## config.mk

```make
export PLATFORM = sky130hd
export DESIGN_NAME = cluster_addr_map_ctrl
export DESIGN_NICKNAME = d
export VERILOG_FILES = /design/src/rtl/cluster_addr_map_pkg.sv /design/src/rtl/cluster_outstnd_cnt.sv /design/src/rtl/cluster_addr_map_ctrl.sv
export SDC_FILE = /design/constraint.sdc
export NUM_CORES = 2
export LEC_CHECK = 0
export CORE_AREA = 2 2 342 344
export DETAILED_ROUTE_END_ITERATION = 16
export DIE_AREA = 0 0 344 346
export GPL_TIMING_DRIVEN = 0
export PLACE_DENSITY = 0.78
export RECOVER_POWER = 50
export SLEW_MARGIN = 30
export SYNTH_ARGS = -nofsm -noshare
export SYNTH_HDL_FRONTEND = slang
export SYNTH_SLANG_ARGS = --single-unit
```

## constraint.sdc

```tcl
create_clock -name clk_i -period 31.7 [get_ports clk_i]
set_input_delay 4.755 -clock clk_i [delete_from_list [all_inputs] [get_ports clk_i]]
set_output_delay 4.755 -clock clk_i [all_outputs]
set_load 0.05 [all_outputs]
```

## src/rtl/cluster_addr_map_pkg.sv

```systemverilog
// Shared definitions for the cluster address-map controller: crossbar rule
// type, configuration register offsets, STATUS bit positions, FSM states and
// the fixed cluster address-space constants.
package cluster_addr_map_pkg;

    typedef struct packed {
        logic [31:0] idx;
        logic [31:0] start_addr;
        logic [31:0] end_addr;
    } xbar_rule_32_t;

    localparam logic [5:0] REG_CTRL      = 6'd0;
    localparam logic [5:0] REG_TCDM_SIZE = 6'd1;
    localparam logic [5:0] REG_DEFAULT   = 6'd2;
    localparam logic [5:0] REG_STATUS    = 6'd3;
    localparam logic [5:0] REG_USER_BASE = 6'd4;

    localparam int CTRL_COMMIT_BIT    = 0;
    localparam int CTRL_CLEAR_ERR_BIT = 1;

    localparam int STATUS_BUSY_BIT    = 0;
    localparam int STATUS_CFG_ERR_BIT = 1;
    localparam int STATUS_CNT_ERR_BIT = 2;
    localparam int STATUS_TIMEOUT_BIT = 3;

    localparam logic [31:0] CLUSTER_BASE  = 32'h1000_0000;
    localparam logic [31:0] PERIPH_OFFSET = 32'h0020_0000;
    localparam logic [31:0] EXT_OFFSET    = 32'h0040_0000;

    typedef enum logic [1:0] {
        ST_IDLE,
        ST_DRAIN,
        ST_APPLY
    } state_e;

    // Word address of field f (0=START, 1=END, 2=IDX) of user rule k.
    function automatic logic [5:0] user_reg_addr(input int k, input int f);
        return REG_USER_BASE + 6'(3 * k + f);
    endfunction

endpackage

```

## src/rtl/cluster_outstnd_cnt.sv

```systemverilog
// Saturating outstanding-transaction counter. Increments on inc_i, decrements
// on dec_i; both together cancel. Underflow or overflow holds the value and
// pulses err_o for that cycle.
module cluster_outstnd_cnt #(
    parameter int unsigned MAX_OUTSTND = 16,
    parameter int unsigned CNT_W       = $clog2(MAX_OUTSTND + 1)
) (
    input  logic             clk_i,
    input  logic             rst_i,
    input  logic             inc_i,
    input  logic             dec_i,
    output logic [CNT_W-1:0] cnt_o,
    output logic             err_o
);

    logic [CNT_W-1:0] cnt_reg;
    logic             at_max;
    logic             at_zero;

    assign at_max  = (cnt_reg == CNT_W'(MAX_OUTSTND));
    assign at_zero = (cnt_reg == '0);
    assign err_o   = (inc_i & ~dec_i & at_max) | (dec_i & ~inc_i & at_zero);
    assign cnt_o   = cnt_reg;

    // Count up/down, holding at the limits
    always_ff @(posedge clk_i or posedge rst_i) begin
        if (rst_i) begin
            cnt_reg <= '0;
        end else if (inc_i && !dec_i && !at_max) begin
            cnt_reg <= cnt_reg + CNT_W'(1);
        end else if (dec_i && !inc_i && !at_zero) begin
            cnt_reg <= cnt_reg - CNT_W'(1);
        end
    end

endmodule

```

## src/rtl/cluster_addr_map_ctrl.sv

```systemverilog
// Runtime-programmable address map for the cluster AXI crossbar. Updates are
// staged in a shadow register file and copied to the active map only after
// all slave-port transactions have drained and the shadow validates.
// Optional: define CLUSTER_ADDR_MAP_TIMEOUT_EN to abort a drain that takes
// longer than TIMEOUT_CYCLES.
module cluster_addr_map_ctrl
    import cluster_addr_map_pkg::*;
#(
    parameter int unsigned NB_SLV_PORTS    = 4,
    parameter int unsigned NB_MST_PORTS    = 3,
    parameter int unsigned NB_USER_RULES   = 4,
    parameter int unsigned MAX_OUTSTND     = 16,
    parameter int unsigned TCDM_SIZE_MAX   = 131072,
    parameter int unsigned RESET_TCDM_SIZE = 65536,
    parameter int unsigned TIMEOUT_CYCLES  = 1024,
    localparam int unsigned IDX_W = (NB_MST_PORTS > 1) ? $clog2(NB_MST_PORTS) : 1
) (
    input  logic                                   clk_i,
    input  logic                                   rst_i,
    input  logic [5:0]                             cluster_id_i,
    input  logic                                   cfg_req_i,
    output logic                                   cfg_gnt_o,
    input  logic                                   cfg_wen_i,
    input  logic [5:0]                             cfg_addr_i,
    input  logic [31:0]                            cfg_wdata_i,
    output logic [31:0]                            cfg_rdata_o,
    output logic                                   cfg_rvalid_o,
    input  logic [NB_SLV_PORTS-1:0]                aw_hs_i,
    input  logic [NB_SLV_PORTS-1:0]                b_hs_i,
    input  logic [NB_SLV_PORTS-1:0]                ar_hs_i,
    input  logic [NB_SLV_PORTS-1:0]                rlast_hs_i,
    output logic                                   stall_o,
    output xbar_rule_32_t [3+NB_USER_RULES:0]      addr_map_o,
    output logic [NB_SLV_PORTS-1:0]                en_default_mst_port_o,
    output logic [NB_SLV_PORTS-1:0][IDX_W-1:0]     default_mst_port_o,
    output logic                                   busy_o
);

    localparam int unsigned CNT_W = $clog2(MAX_OUTSTND + 1);
    localparam int unsigned DEF_W = NB_SLV_PORTS * (1 + IDX_W);
    localparam int unsigned NB_UR = (NB_USER_RULES > 0) ? NB_USER_RULES : 1;

    state_e                               state_reg;
    logic [31:0]                          shadow_tcdm_reg, active_tcdm_reg;
    logic [DEF_W-1:0]                     shadow_default_reg, active_default_reg;
    logic [31:0]                          shadow_start_reg [NB_UR];
    logic [31:0]                          shadow_end_reg   [NB_UR];
    logic [31:0]                          shadow_idx_reg   [NB_UR];
    logic [31:0]                          active_start_reg [NB_UR];
    logic [31:0]                          active_end_reg   [NB_UR];
    logic [31:0]                          active_idx_reg   [NB_UR];
    logic                                 cfg_err_reg, cnt_err_reg, timeout_sts;
    logic [NB_SLV_PORTS-1:0][CNT_W-1:0]   wr_cnt, rd_cnt;
    logic [NB_SLV_PORTS-1:0]              wr_err, rd_err;
    logic                                 wr_en, commit_wr, clear_wr;
    logic                                 drained, shadow_valid, apply_ok;
    logic [31:0]                          base, rd_data, status;

    assign cfg_gnt_o = cfg_req_i;
    assign wr_en     = cfg_req_i & cfg_wen_i;
    assign commit_wr = wr_en && (cfg_addr_i == REG_CTRL) && cfg_wdata_i[CTRL_COMMIT_BIT];
    assign clear_wr  = wr_en && (cfg_addr_i == REG_CTRL) && cfg_wdata_i[CTRL_CLEAR_ERR_BIT];
    assign apply_ok  = (state_reg == ST_APPLY) && shadow_valid;
    assign base      = CLUSTER_BASE + ({26'd0, cluster_id_i} << 22);

    // Per-port write and read outstanding counters
    for (genvar gi = 0; gi < NB_SLV_PORTS; gi++) begin : g_cnt
        cluster_outstnd_cnt #(.MAX_OUTSTND(MAX_OUTSTND), .CNT_W(CNT_W)) u_wr_cnt (
            .clk_i(clk_i), .rst_i(rst_i), .inc_i(aw_hs_i[gi]), .dec_i(b_hs_i[gi]),
            .cnt_o(wr_cnt[gi]), .err_o(wr_err[gi])
        );
        cluster_outstnd_cnt #(.MAX_OUTSTND(MAX_OUTSTND), .CNT_W(CNT_W)) u_rd_cnt (
            .clk_i(clk_i), .rst_i(rst_i), .inc_i(ar_hs_i[gi]), .dec_i(rlast_hs_i[gi]),
            .cnt_o(rd_cnt[gi]), .err_o(rd_err[gi])
        );
    end

    // Drain is complete when every registered counter reads zero
    always_comb begin
        drained = 1'b1;
        for (int p = 0; p < NB_SLV_PORTS; p++) begin
            if (wr_cnt[p] != '0 || rd_cnt[p] != '0) drained = 1'b0;
        end
    end

    // Validate the shadow map before it may become active
    always_comb begin
        shadow_valid = 1'b1;
        if (shadow_tcdm_reg == '0 || shadow_tcdm_reg > 32'(TCDM_SIZE_MAX)) shadow_valid = 1'b0;
        for (int p = 0; p < NB_SLV_PORTS; p++) begin
            if (shadow_default_reg[p] &&
                32'(shadow_default_reg[NB_SLV_PORTS + p*IDX_W +: IDX_W]) >= 32'(NB_MST_PORTS))
                shadow_valid = 1'b0;
        end
        for (int k = 0; k < NB_USER_RULES; k++) begin
            if (shadow_idx_reg[k][31]) begin
                if ({1'b0, shadow_idx_reg[k][30:0]} >= 32'(NB_MST_PORTS)) shadow_valid = 1'b0;
                if (shadow_start_reg[k] >= shadow_end_reg[k]) shadow_valid = 1'b0;
            end
        end
    end

    // Shadow register file: accepts writes in every state
    always_ff @(posedge clk_i or posedge rst_i) begin
        if (rst_i) begin
            shadow_tcdm_reg    <= 32'(RESET_TCDM_SIZE);
            shadow_default_reg <= '0;
            for (int k = 0; k < NB_UR; k++) begin
                shadow_start_reg[k] <= '0;
                shadow_end_reg[k]   <= '0;
                shadow_idx_reg[k]   <= '0;
            end
        end else if (wr_en) begin
            if (cfg_addr_i == REG_TCDM_SIZE) shadow_tcdm_reg <= cfg_wdata_i;
            if (cfg_addr_i == REG_DEFAULT) shadow_default_reg <= cfg_wdata_i[DEF_W-1:0];
            for (int k = 0; k < NB_USER_RULES; k++) begin
                if (cfg_addr_i == user_reg_addr(k, 0)) shadow_start_reg[k] <= cfg_wdata_i;
                if (cfg_addr_i == user_reg_addr(k, 1)) shadow_end_reg[k]   <= cfg_wdata_i;
                if (cfg_addr_i == user_reg_addr(k, 2)) shadow_idx_reg[k]   <= cfg_wdata_i;
            end
        end
    end

    // Active map: atomic copy of the shadow at the end of a valid APPLY cycle
    always_ff @(posedge clk_i or posedge rst_i) begin
        if (rst_i) begin
            active_tcdm_reg    <= 32'(RESET_TCDM_SIZE);
            active_default_reg <= '0;
            for (int k = 0; k < NB_UR; k++) begin
                active_start_reg[k] <= '0;
                active_end_reg[k]   <= '0;
                active_idx_reg[k]   <= '0;
            end
        end else if (apply_ok) begin
            active_tcdm_reg    <= shadow_tcdm_reg;
            active_default_reg <= shadow_default_reg;
            for (int k = 0; k < NB_UR; k++) begin
                active_start_reg[k] <= shadow_start_reg[k];
                active_end_reg[k]   <= shadow_end_reg[k];
                active_idx_reg[k]   <= shadow_idx_reg[k];
            end
        end
    end

`ifdef CLUSTER_ADDR_MAP_TIMEOUT_EN
    localparam int unsigned TMR_W = $clog2(TIMEOUT_CYCLES + 1);
    logic [TMR_W-1:0] timer_reg;
`else
    assign timeout_sts = 1'b0;
`endif

    // Commit sequencer IDLE -> DRAIN -> APPLY -> IDLE with registered stall/busy
    always_ff @(posedge clk_i or posedge rst_i) begin
        if (rst_i) begin
            state_reg   <= ST_IDLE;
            busy_o      <= 1'b0;
            stall_o     <= 1'b0;
            cfg_err_reg <= 1'b0;
`ifdef CLUSTER_ADDR_MAP_TIMEOUT_EN
            timer_reg   <= '0;
            timeout_sts <= 1'b0;
`endif
        end else begin
            if (clear_wr) begin
                cfg_err_reg <= 1'b0;
`ifdef CLUSTER_ADDR_MAP_TIMEOUT_EN
                timeout_sts <= 1'b0;
`endif
            end
            case (state_reg)
                ST_IDLE: begin
                    if (commit_wr) begin
                        state_reg <= ST_DRAIN;
                        busy_o    <= 1'b1;
                        stall_o   <= 1'b1;
`ifdef CLUSTER_ADDR_MAP_TIMEOUT_EN
                        timer_reg <= TMR_W'(TIMEOUT_CYCLES);
`endif
                    end
                end
                ST_DRAIN: begin
                    if (drained) begin
                        state_reg <= ST_APPLY;
                    end
`ifdef CLUSTER_ADDR_MAP_TIMEOUT_EN
                    else if (timer_reg == TMR_W'(1)) begin
                        state_reg   <= ST_IDLE;
                        busy_o      <= 1'b0;
                        stall_o     <= 1'b0;
                        timeout_sts <= 1'b1;
                    end else begin
                        timer_reg <= timer_reg - TMR_W'(1);
                    end
`endif
                end
                ST_APPLY: begin
                    state_reg <= ST_IDLE;
                    busy_o    <= 1'b0;
                    stall_o   <= 1'b0;
                    if (!shadow_valid) cfg_err_reg <= 1'b1;
                end
                default: state_reg <= ST_IDLE;
            endcase
        end
    end

    // Sticky counter error; a new error in the clearing cycle wins
    always_ff @(posedge clk_i or posedge rst_i) begin
        if (rst_i) begin
            cnt_err_reg <= 1'b0;
        end else if (|{wr_err, rd_err}) begin
            cnt_err_reg <= 1'b1;
        end else if (clear_wr) begin
            cnt_err_reg <= 1'b0;
        end
    end

    // Register read mux: shadow values, live STATUS, zero when unmapped
    always_comb begin
        status = '0;
        status[STATUS_BUSY_BIT]    = busy_o;
        status[STATUS_CFG_ERR_BIT] = cfg_err_reg;
        status[STATUS_CNT_ERR_BIT] = cnt_err_reg;
        status[STATUS_TIMEOUT_BIT] = timeout_sts;
        rd_data = '0;
        if (cfg_addr_i == REG_TCDM_SIZE) rd_data = shadow_tcdm_reg;
        if (cfg_addr_i == REG_DEFAULT)   rd_data = 32'(shadow_default_reg);
        if (cfg_addr_i == REG_STATUS)    rd_data = status;
        for (int k = 0; k < NB_USER_RULES; k++) begin
            if (cfg_addr_i == user_reg_addr(k, 0)) rd_data = shadow_start_reg[k];
            if (cfg_addr_i == user_reg_addr(k, 1)) rd_data = shadow_end_reg[k];
            if (cfg_addr_i == user_reg_addr(k, 2)) rd_data = shadow_idx_reg[k];
        end
    end

    // One-cycle response for every granted access; read data captured on reads
    always_ff @(posedge clk_i or posedge rst_i) begin
        if (rst_i) begin
            cfg_rvalid_o <= 1'b0;
            cfg_rdata_o  <= '0;
        end else begin
            cfg_rvalid_o <= cfg_req_i;
            if (cfg_req_i && !cfg_wen_i) cfg_rdata_o <= rd_data;
        end
    end

    // Fixed cluster rules derived from the live base and active TCDM size
    assign addr_map_o[0] = '{idx: 32'd2, start_addr: 32'h0, end_addr: base};
    assign addr_map_o[1] = '{idx: 32'd2, start_addr: base + EXT_OFFSET, end_addr: 32'hFFFF_FFFF};
    assign addr_map_o[2] = '{idx: 32'd0, start_addr: base, end_addr: base + active_tcdm_reg};
    assign addr_map_o[3] = '{idx: 32'd1, start_addr: base + PERIPH_OFFSET, end_addr: base + EXT_OFFSET};

    // User rules; a disabled rule collapses to an empty range at zero
    for (genvar gi = 0; gi < NB_USER_RULES; gi++) begin : g_user_rule
        assign addr_map_o[4+gi] = active_idx_reg[gi][31] ?
            '{idx: {1'b0, active_idx_reg[gi][30:0]},
              start_addr: active_start_reg[gi], end_addr: active_end_reg[gi]} :
            '{idx: 32'd0, start_addr: 32'd0, end_addr: 32'd0};
    end

    // Default master port per slave port
    assign en_default_mst_port_o = active_default_reg[NB_SLV_PORTS-1:0];
    for (genvar gi = 0; gi < NB_SLV_PORTS; gi++) begin : g_default_port
        assign default_mst_port_o[gi] = active_default_reg[NB_SLV_PORTS + gi*IDX_W +: IDX_W];
    end

endmodule

```

==> reports/qor.yml <==
status: "finished, violations left"
violations: "max-capacitance violations, max-slew violations"
final_common_cell: "dfrtp_1"
worstMarginPinSlew_ns: 4.92
final_layout_size_suffix_gt1_share_pct: 25.9
slowest_stage: "clkbuf_1"
die_area_um2: 119000
fmax_ghz: 0.0599
cp-start-kind: "primary input"
ctsHoldBuffers: 0
critPathMostFrequentCell: "clkbuf_1"
fin_crit_ns: 16.70
crit_family: "buffers and inverters"
critPathKind: "in -> async"
total_power_mw: 3.16
floorplan.initialDensity_pct: 42.4
end_kind: "asynchronous set/reset pin"
max_slew_margin_pct: -228
period_share_pct: 52.7
yosys_warnings: 0
hp-class: "reg -> reg"
r2r-start: "shadow_idx_reg[90]$_DFFE_PP0P_"
dr.pass1.iters: 6
max-vdd-ir-drop_v: 0.0000420
reg2reg_depth: 10
first_global_vias: 36800
cts_max_level: 3
finClkSkew_ns: 0.0497
finalSetupViolCount: 0
critPathMaxFanout: 87
crit_start: "rst_i"
place_congestion: 1.00
syn2layout_area_growth_pct: 24.0
layout_common_cells: "932 x dfrtp_1, 775 x mux2_2, 544 x clkdlybuf4s50_1"
clock-sinks: 934
gr-usage-all-layers_pct: 31.0
design.core.area_um2: 115000
hold_viol_final: 0
async_flop_share_pct: 100
clk_pin_slew_ns: 0.06
utilization_pct: 52.6
slowest_delay_ns: 3.35
vias: 37700
grt_pass1_wl_um: 265000
synth_flop_cell: "dfrtp_1"
cts-root-buf: "clkbuf_16"
nets: 5453
cp_num_buf_inv: 5
io_buffers: 555
maxCapViolations: 12
clockBufferDepth: 3
synthCells: 4235
required_ns: 31.42
post_cts_buffers: 0
drc_errors: 0
wl_per_cell_um: 27.7
maxSlewViolCount: 871
p_leak_nw: 29.4
overflow: 0
crit_end: "shadow_idx_reg[119]$_DFFE_PP0P_"
drtAntennaViolNets: 0
rows: 125
antenna_found_initial: 19
cts_tree: "done"
drt-total-wl_um: 189000
die_w_um: 344
reg2reg_slack_ns: 24.56
ys_ff_latch: 934
cp.depth: 5
p_per_area_nw_per_um2: 52.1
syn_area_um2: 48900
dp_hpwl_um: 151000
synthDistinctLibCells: 73
grt_max_degree: 98
syn_avg_cell_area_um2: 11.5
crit_arrival_ns: 16.41
clk_latency_ns: 0.71
postCtsResizedCells: 0
die_h_um: 346
first_iter_violations: 3650
synth_edf_count: 0
via_per_inst: 5.52
ios: 880
path_cells: "dlygate4sd3_1 -> clkinvlp_2 -> clkbuf_1 -> clkbuf_1 -> clkbuf_1"
cts_inserted_buffers: 96
r2r-end: "active_idx_reg[125]$_DFFE_PP0P_"
ys_seq_area_share_pct: 47.8
rsz0062_at_grt: "no"
==> area by class of cell <==
cell class,instances,area (um^2)
Clock buffer,132,2770
Clock inverter,46,547
Timing Repair Buffer,568,5630
Sequential cell,934,23400
Antenna cell,4,10.0
Multi-Input combinational cell,2850,22100
Buffer,621,3750
Fill cell,10000,54800
Tap cell,1524,1910
Inverter,150,564
==> cells by family after synthesis <==
| group | Yosys count | synth area share (%) |
|---|---|---|
| flip-flops | 934 | 47.8 |
| multiplexers | 871 | 20.5 |
| buffers and inverters | 771 | 9.50 |
| XOR/XNOR | 37 | 0.663 |
| other | 2 | 0.0154 |
| AO/OA/AOI/OAI | 573 | 7.31 |
| adder cells (fa/ha/maj) | 168 | 4.44 |
| AND/OR/NAND/NOR | 879 | 9.77 |
==> routing by layer <==
layer  share of wire (%)  GRT usage (%)  vias to the layer above
met5                0.11              0                        -
met4                 6.9           17.7                       26
met3                  10           8.96                      522
met2                  45           48.3                     2164
met1                  38           38.5                    18900
li1                    -              -                    16100
==> Yosys cell counts, drive strengths merged (9+ instances only) <==
library cell	count	area, um^2
nor3	22	115
and2	383	2400
nor2b	28	175
nand4	25	156
a31oi	9	56.3
mux2i	64	641
nand2b	12	75.1
a221oi	35	307
clkbuf	172	646
nand2	208	781
inv	150	563
nor4	46	303
fa	9	180
o22ai	23	144
buf	449	3430
dfrtp	932	23300
nand3	34	170
mux4	27	608
mux2	780	8780
a22o	22	193
nor2	86	323
o21ai	213	1070
or4	9	67.6
a21oi	125	626
a22oi	25	188
xor2	11	96.3
a211oi	19	143
xnor2	26	228
ha	159	1990
a21o	30	225
==> worst reg2reg max path, cell delays in order, from the launching register on <==
cell and delay [ns]:
dfrtp_1 0.44, nor4_1 0.96, nand4_1 0.30, o21ai_0 0.63
o311ai_0 0.49, a2111oi_0 0.55, o311ai_0 0.37, nor4_1 0.68
clkbuf_1 1.25, clkbuf_1 0.90, mux2_2 0.45
==> power breakdown <==
part	internal (mW)	switching (mW)
combinational	0.220	0.354
clock	0.688	0.512
sequential	1.27	0.112
total	2.18	0.978
==> worst min path at each step <==
stage	depth (start not counted)	endpoint	slack, ns	from
3_3_place_gp	1	state_reg[0]$_DFFE_PP0P_	0.44	state_reg[1]$_DFFE_PP0P_
5_1_grt	1	state_reg[0]$_DFFE_PP0P_	0.47	state_reg[1]$_DFFE_PP0P_
2_1_floorplan	1	state_reg[0]$_DFFE_PP0P_	0.42	state_reg[1]$_DFFE_PP0P_
6_report	1	state_reg[0]$_DFFE_PP0P_	0.46	state_reg[1]$_DFFE_PP0P_
4_1_cts	1	state_reg[0]$_DFFE_PP0P_	0.46	state_reg[1]$_DFFE_PP0P_
3_5_place_dp	1	state_reg[0]$_DFFE_PP0P_	0.45	state_reg[1]$_DFFE_PP0P_
==> metrics by stage <==
| step | hold WS [ns] | TNS (ns) | area [um^2] | setup slack [ns] | std cells |
|---|---|---|---|---|---|
| 3_5_place_dp | 0.450 | 0 | 57900 | 19.05 | 6647 |
| 5_1_grt | 0.473 | 0 | 60700 | 12.76 | 6827 |
| 2_1_floorplan | 0.423 | 0 | 50100 | 0.684 | 4555 |
| 3_3_place_gp | 0.437 | -8941.15 | 57600 | -9.70 | 6634 |
| 4_1_cts | 0.459 | 0 | 61300 | 19.05 | 6825 |
| 6_report | 0.465 | 0 | 60700 | 15.00 | 6829 |
Note: power is estimated with default switching activity, not from simulation.
